`src/rtl/stream_muxnx1.sv`:
```
// N-input, one-output valid/ready stream mux with round-robin arbitration and a registered output beat.
// Define MUX_PKT_LOCK_EN to hold the grant on one channel from the first beat of a packet until its in_last beat.
module stream_muxnx1 #(
  parameter  int WIDTH    = 8,
  parameter  int CHANNELS = 4,
  localparam int SEL_W    = $clog2(CHANNELS)
) (
  input  logic                      clk,
  input  logic                      rst_n,
  input  logic [CHANNELS*WIDTH-1:0] in_data,
  input  logic [CHANNELS-1:0]       in_valid,
  input  logic [CHANNELS-1:0]       in_last,
  output logic [CHANNELS-1:0]       in_ready,
  output logic [WIDTH-1:0]          out_data,
  output logic                      out_valid,
  output logic                      out_last,
  output logic [SEL_W-1:0]          out_sel,
  input  logic                      out_ready
);

  logic             can_load;
  logic             have_req;
  logic             xfer;
  logic             ptr_load;
  logic [SEL_W-1:0] ptr;
  logic [SEL_W-1:0] grant;
  logic [SEL_W-1:0] grant_inc;
  logic [SEL_W-1:0] rr_grant;
  logic             rr_found;
  logic [SEL_W:0]   rr_sum;
  logic [SEL_W-1:0] rr_idx;
  logic [WIDTH-1:0] ch_data [CHANNELS];

  for (genvar i = 0; i < CHANNELS; i++) begin : g_unpack
    assign ch_data[i] = in_data[i*WIDTH +: WIDTH];
  end

  assign can_load = !out_valid || out_ready;

  // Search from ptr upward; the sum is one bit wider so the wrap also works for non-power-of-two counts.
  always_comb begin
    rr_grant = ptr;
    rr_found = 1'b0;
    rr_sum   = '0;
    rr_idx   = '0;
    for (int k = 0; k < CHANNELS; k++) begin
      rr_sum = {1'b0, ptr} + (SEL_W+1)'(k);
      if (rr_sum >= (SEL_W+1)'(CHANNELS)) begin
        rr_sum = rr_sum - (SEL_W+1)'(CHANNELS);
      end
      rr_idx = rr_sum[SEL_W-1:0];
      if (!rr_found && in_valid[rr_idx]) begin
        rr_found = 1'b1;
        rr_grant = rr_idx;
      end
    end
  end

  assign grant_inc = (grant == SEL_W'(CHANNELS - 1)) ? '0 : grant + 1'b1;

`ifdef MUX_PKT_LOCK_EN
  logic             lock;
  logic [SEL_W-1:0] lock_ch;

  // While locked, other channels stay blocked even if the locked channel has nothing to send.
  assign grant    = lock ? lock_ch : rr_grant;
  assign have_req = lock ? in_valid[lock_ch] : rr_found;
  assign ptr_load = xfer && in_last[grant];

  always_ff @(posedge clk or negedge rst_n) begin
    if (!rst_n) begin
      lock    <= 1'b0;
      lock_ch <= '0;
    end else if (xfer) begin
      lock <= !in_last[grant];
      if (!in_last[grant]) begin
        lock_ch <= grant;
      end
    end
  end
`else
  assign grant    = rr_grant;
  assign have_req = rr_found;
  assign ptr_load = xfer;
`endif

  assign xfer = can_load && have_req;

  always_comb begin
    in_ready = '0;
    if (xfer) begin
      in_ready[grant] = 1'b1;
    end
  end

  always_ff @(posedge clk or negedge rst_n) begin
    if (!rst_n) begin
      ptr <= '0;
    end else if (ptr_load) begin
      ptr <= grant_inc;
    end
  end

  // A load and a drain on the same edge keep out_valid high; a drain alone leaves the payload as it was.
  always_ff @(posedge clk or negedge rst_n) begin
    if (!rst_n) begin
      out_valid <= 1'b0;
      out_data  <= '0;
      out_last  <= 1'b0;
      out_sel   <= '0;
    end else if (xfer) begin
      out_valid <= 1'b1;
      out_data  <= ch_data[grant];
      out_last  <= in_last[grant];
      out_sel   <= grant;
    end else if (out_ready) begin
      out_valid <= 1'b0;
    end
  end

endmodule

```
`config.mk`:
```
export PLATFORM = sky130hd
export DESIGN_NAME = stream_muxnx1
export DESIGN_NICKNAME = d
export VERILOG_FILES = /design/src/rtl/stream_muxnx1.sv
export SDC_FILE = /design/constraint.sdc
export NUM_CORES = 1
export LEC_CHECK = 0
export ABC_AREA = 1
export BUFFER_PORTS_ARGS = -buffer_cell sky130_fd_sc_hd__buf_2
export CAP_MARGIN = 20
export CORE_MARGIN = 10
export CORE_UTILIZATION = 40
export DETAILED_ROUTE_END_ITERATION = 8
export GPL_TIMING_DRIVEN = 1
export PLACE_DENSITY = 0.78
export SLEW_MARGIN = 40
export SYNTH_ARGS = -nofsm -noshare
export SYNTH_HDL_FRONTEND = slang
export SYNTH_SLANG_ARGS = --single-unit
```
`constraint.sdc`:
```
create_clock -name clk -period 2.02 [get_ports clk]
set_input_delay 0.303 -clock clk [delete_from_list [all_inputs] [get_ports clk]]
set_output_delay 0.303 -clock clk [all_outputs]
set_load 0.05 [all_outputs]
```
== Word-level counts from Yosys, hierarchy flattened ==
Index checks and enable logic that the tools add are counted.

* $add $sub $neg: 8
* $lt $le $gt $ge: 11
* Eq/ne operators: 1
* Muxes and demuxes: 31
* Bitwise gates (word level): 1
* Reduce and logical (&&, ||, !) cells: 11

{| class="wikitable"
|+ Operator list
! cell !! count
|-
| 2-bit two-way mux || 9
|-
| 8-bit binary-select mux with 2-bit select || 1
|-
| 8-bit two-way mux || 2
|-
| 2-bit by 3-bit less-than comparator with 1-bit output, second input constant || 5
|-
| 3-bit >= comparator, second input constant || 4
|-
| 1-bit two-way mux || 12
|-
| 1-bit binary-select mux with 2-bit select || 5
|-
| 2-bit by 1-bit subtractor with 2-bit output, second input constant || 4
|-
| 2-bit by 2-bit adder with 3-bit output, second input constant || 2
|-
| 1-bit logical AND || 5
|-
| 1-bit logical NOT || 4
|-
| 4-bit two-way mux || 1
|-
| 2-bit by 1-bit adder with 3-bit output, second input constant || 1
|-
| 2-bit by 3-bit >= comparator with 1-bit output, second input constant || 1
|-
| 2-bit NOT with 3-bit output || 1
|-
| 2-bit by 1-bit adder with 2-bit output, second input constant || 1
|-
| 1-bit demux with 2-bit select || 1
|-
| 2-bit equality test, second input constant || 1
|-
| 2-bit by 1-bit >= comparator with 1-bit output, second input constant || 1
|-
| 2-bit nonzero test || 1
|-
| 1-bit logical OR || 1
|}

* Flip-flop bits (word level): 14
* Output and inout port bits: 16

== Depth between registers and ports, before layout ==
* Depth in word-level cells: 19
* Mapped depth: 17
* Gate-level depth less buffers: 15

== Worst setup path before layout ==
No wires, ideal clock.

* Path kind: flip-flop to output port
* From: register ptr[1]
* To: output port in_ready[0]
* Arrival time: 2483 ps
* Setup slack: -766 ps
* Cell stages (with the launch flop): 12
* Path buffers: 2
* Cells stage by stage: dfrtp_1 -> buf_4 -> inv_4 -> nand2_1 -> nand2_1 -> nand2_1 -> nand2_4 -> nand4_4 -> nand3_1 -> nand2_2 -> buf_6 -> nor3_1

* Longest elaborated chain between the ends: 19
* Elaborated cells between the ends (all ways): 44
* Classes of those cells: add/sub (7); order compare (6); mux (23); reduce/logical (8)

{| class="wikitable"
|+ RTL lines
! element !! RTL line !! source
|-
| start, declared || 25 || <nowiki>logic [SEL_W-1:0] ptr;</nowiki>
|-
| start signal, assigned || 100 || <nowiki>ptr <= grant_inc;</nowiki>
|-
| parallel branches: the longest is 18 deep, another holds 2-bit by 1-bit adder with 3-bit output || -- ||
|-
| 4-bit two-way mux (*) || 91 || <nowiki>if (xfer) begin</nowiki>
|-
| end, declared || 13 || <nowiki>output logic [CHANNELS-1:0] in_ready,</nowiki>
|}

Mark *: on every way between the ends. The select of a mux whose other input is x is not followed.

== Worst setup path after layout ==
* From: register ptr[1]
* To: output port in_ready[2]

The elaborated chain is that of the path after synthesis.

==> results.json <==
{
  "crit_path_max_fanout": 5,
  "drv_slew": 0,
  "async_flop_share_pct": 100,
  "crit_top_cell": "nand2_4",
  "area.growth.synth_to_final_pct": 61.6,
  "synth_top_cells_by_count": "nand2_1, nand3_1, dfrtp_1",
  "yosysTopAreaCellShare_pct": 30.0,
  "path_clk_slew_ns": 0.06,
  "violations": "negative setup slack",
  "track_usage_pct": 15.2,
  "layout.nets": 370,
  "maxCapViolCount": 0,
  "grt_pass1_wl_um": 8220,
  "yosys.area.top_type": "nand2_1",
  "core_region_area_sq_um": 3660,
  "tightest_slew_ns": 0.314,
  "vias": 1911,
  "yosysMostFrequentCell": "nand2_1",
  "worst_hold_slack_ns": 0.311,
  "drtIter0Drc": 294,
  "std_cell_rows": 22,
  "drive_gt1_share_pct": 54.0,
  "synth_area_per_cell_sq_um": 6.43,
  "cp_data_arrival_time_ns": 2.09,
  "top_level_ports": 59,
  "place_area_sq_um": 1990,
  "cp_slowest_cell": "dfrtp_2",
  "start_util_pct": 41.1,
  "clockRootBuffer": "clkbuf_8",
  "grt_pass1_vias": 1712,
  "fin_worst_skew_ns": 0.00573,
  "ant_nets": 0,
  "finalHoldViolCount": 0,
  "regArea_sq_um": 352,
  "required_ns": 1.72,
  "crit_path_end_kind": "output port",
  "ys_seq_elements": 14,
  "antenna_found_initial": 0,
  "drc": 0,
  "crit_chain": "inv_4, nand2_1, nand2_4, nand2_1, nand2_4, nand4_4, nand2_4, nand2_4, nor2_2, nand2_2, clkinvlp_4, buf_6",
  "ctsHtreeMaxLevel": 1,
  "wl_per_cell_um": 15.8,
  "yosys_most_used_dff": "dfrtp_1",
  "layout_min_cycle_time_ns": 2.40,
  "synth_cells": 234,
  "cp-start-kind": "flip-flop",
  "fill_cells": 292,
  "seq_area_frac_synth_pct": 23.3,
  "slew_headroom_pct": 79.1,
  "synth_cell_types": 20,
  "cts_buffers": 3,
  "dp_hpwl_um": 3790,
  "synth_edf_count": 0,
  "portBuffers": 58,
  "gp_congestion": 0.861,
  "slowest_delay_ns": 0.46,
  "clock.fmax_ghz": 0.417,
  "crit_type": "reg -> out",
  "path_delay_family": "simple AND/OR/NAND/NOR gates",
  "syn-cell-area_sq_um": 1500,
  "hp-class": "in -> reg",
  "die_area_sq_um": 6610,
  "setup_viol": 13,
  "clk_latency_ns": 0.25,
  "routed_wl_um": 5900,
  "setup_ws_ns": -0.377,
  "tritoncts": "built",
  "cts_sinks": 14,
  "multi_input_area_sq_um": 1220,
  "die_h_um": 81.3,
  "syn_nets": 277,
  "place_ws_ns": -0.144,
  "rsz0062_at_grt": "true",
  "cts_buffer_depth": 2,
  "overflow": 0,
  "path_buf_inv": 3,
  "antennaDiodeCount": 0,
  "fin_crit_sh_pct": 119,
  "status": "finished, violations left",
  "ys_warn_count": 0,
  "final_area_sq_um": 2430,
  "synth_area_leaders": "nand2_1, dfrtp_1, nand3_1, nand3_2, buf_6",
  "grt_max_degree": 19,
  "die_x_um": 81.3,
  "first_pass_iters": 5,
  "via_per_inst": 5.11
}
[path summary, 6_finish.rpt]
check / startpoint / endpoint / slack [ns] / cells past startpoint
worst min register to register: out_data[1] / out_data[1] / 0.48 / 2
worst min-delay path: out_ready / out_valid / 0.31 / 2
max in group asynchronous: rst_n / ptr[1] / 1.28 / 2
worst max register to register: ptr[1] / out_data[2] / -0.11 / 15
min in group asynchronous: rst_n / out_data[7] / 0.48 / 2
worst max-delay path: ptr[1] / in_ready[2] / -0.38 / 12
[per-stage QoR]
stage          std cells  setup TNS, ns  util (%)
2_1_floorplan        234         -0.340         -
3_3_place_gp         352         -0.354      54.3
3_5_place_dp         352         -0.522      54.3
4_1_cts              363         -0.896      60.7
5_1_grt              374          -3.97      66.4
6_report             374          -1.97      66.4
[layout make-up]
class / count / area share, %
tap: 48 / 2.47
clock buffer: 4 / 2.26
sequential: 14 / 14.5
timing repair buffer: 98 / 27.8
multi-input combinational: 196 / 50.2
inverter: 14 / 2.78
[kinds of logic (layout without fill, tap and decap cells)]
logic type | after synthesis | after routing | share of synthesized area [%]
DFF | 14 | 14 | 23.3
buffers and inverters | 24 | 116 | 11.1
and+or+nand+nor | 192 | 192 | 63.6
AOI/OAI and AO/OA | 4 | 4 | 2.00
[state kept, by name (all words and copies together), names as in the netlist]
name,cells
out_data,8
ptr,2
out_valid,1
out_sel,2
out_last,1
[repair_timing]
action,CTS,global route
endpoints found under the setup margin,12,15
endpoints found under the hold margin,14,0
resized for setup,34,27
hold buffers,1,0
setup buffers,6,10
pin swaps,9,12
cloned,0,1
[per-layer routing]
metal,routed length [um],vias to the layer above,global-route usage [%],part of all wire [%]
met4,190,0,6.23,3.2
met3,455,20,2.54,7.7
li1,-,925,-,-
met5,0,-,0,0
met2,3050,98,24.9,52
met1,2200,868,19.1,37
[cells in the final DEF (no fill, tap or decap), types with 3 or more instances in the layout]
| cell type | instances |
|---|---|
| buf_4 | 31 |
| clkbuf_8 | 4 |
| nand2_2 | 20 |
| buf_6 | 6 |
| buf_2 | 55 |
| dfrtp_1 | 13 |
| nand3_2 | 16 |
| inv_4 | 3 |
| nand4_4 | 3 |
| inv_1 | 5 |
| inv_2 | 4 |
| buf_12 | 3 |
| nand2_8 | 3 |
| nand2_4 | 15 |
| nand3_1 | 31 |
| nand2_1 | 95 |
Power is not shown: default switching activity piles up to over one toggle a cycle in this logic, so the estimate is an artifact.
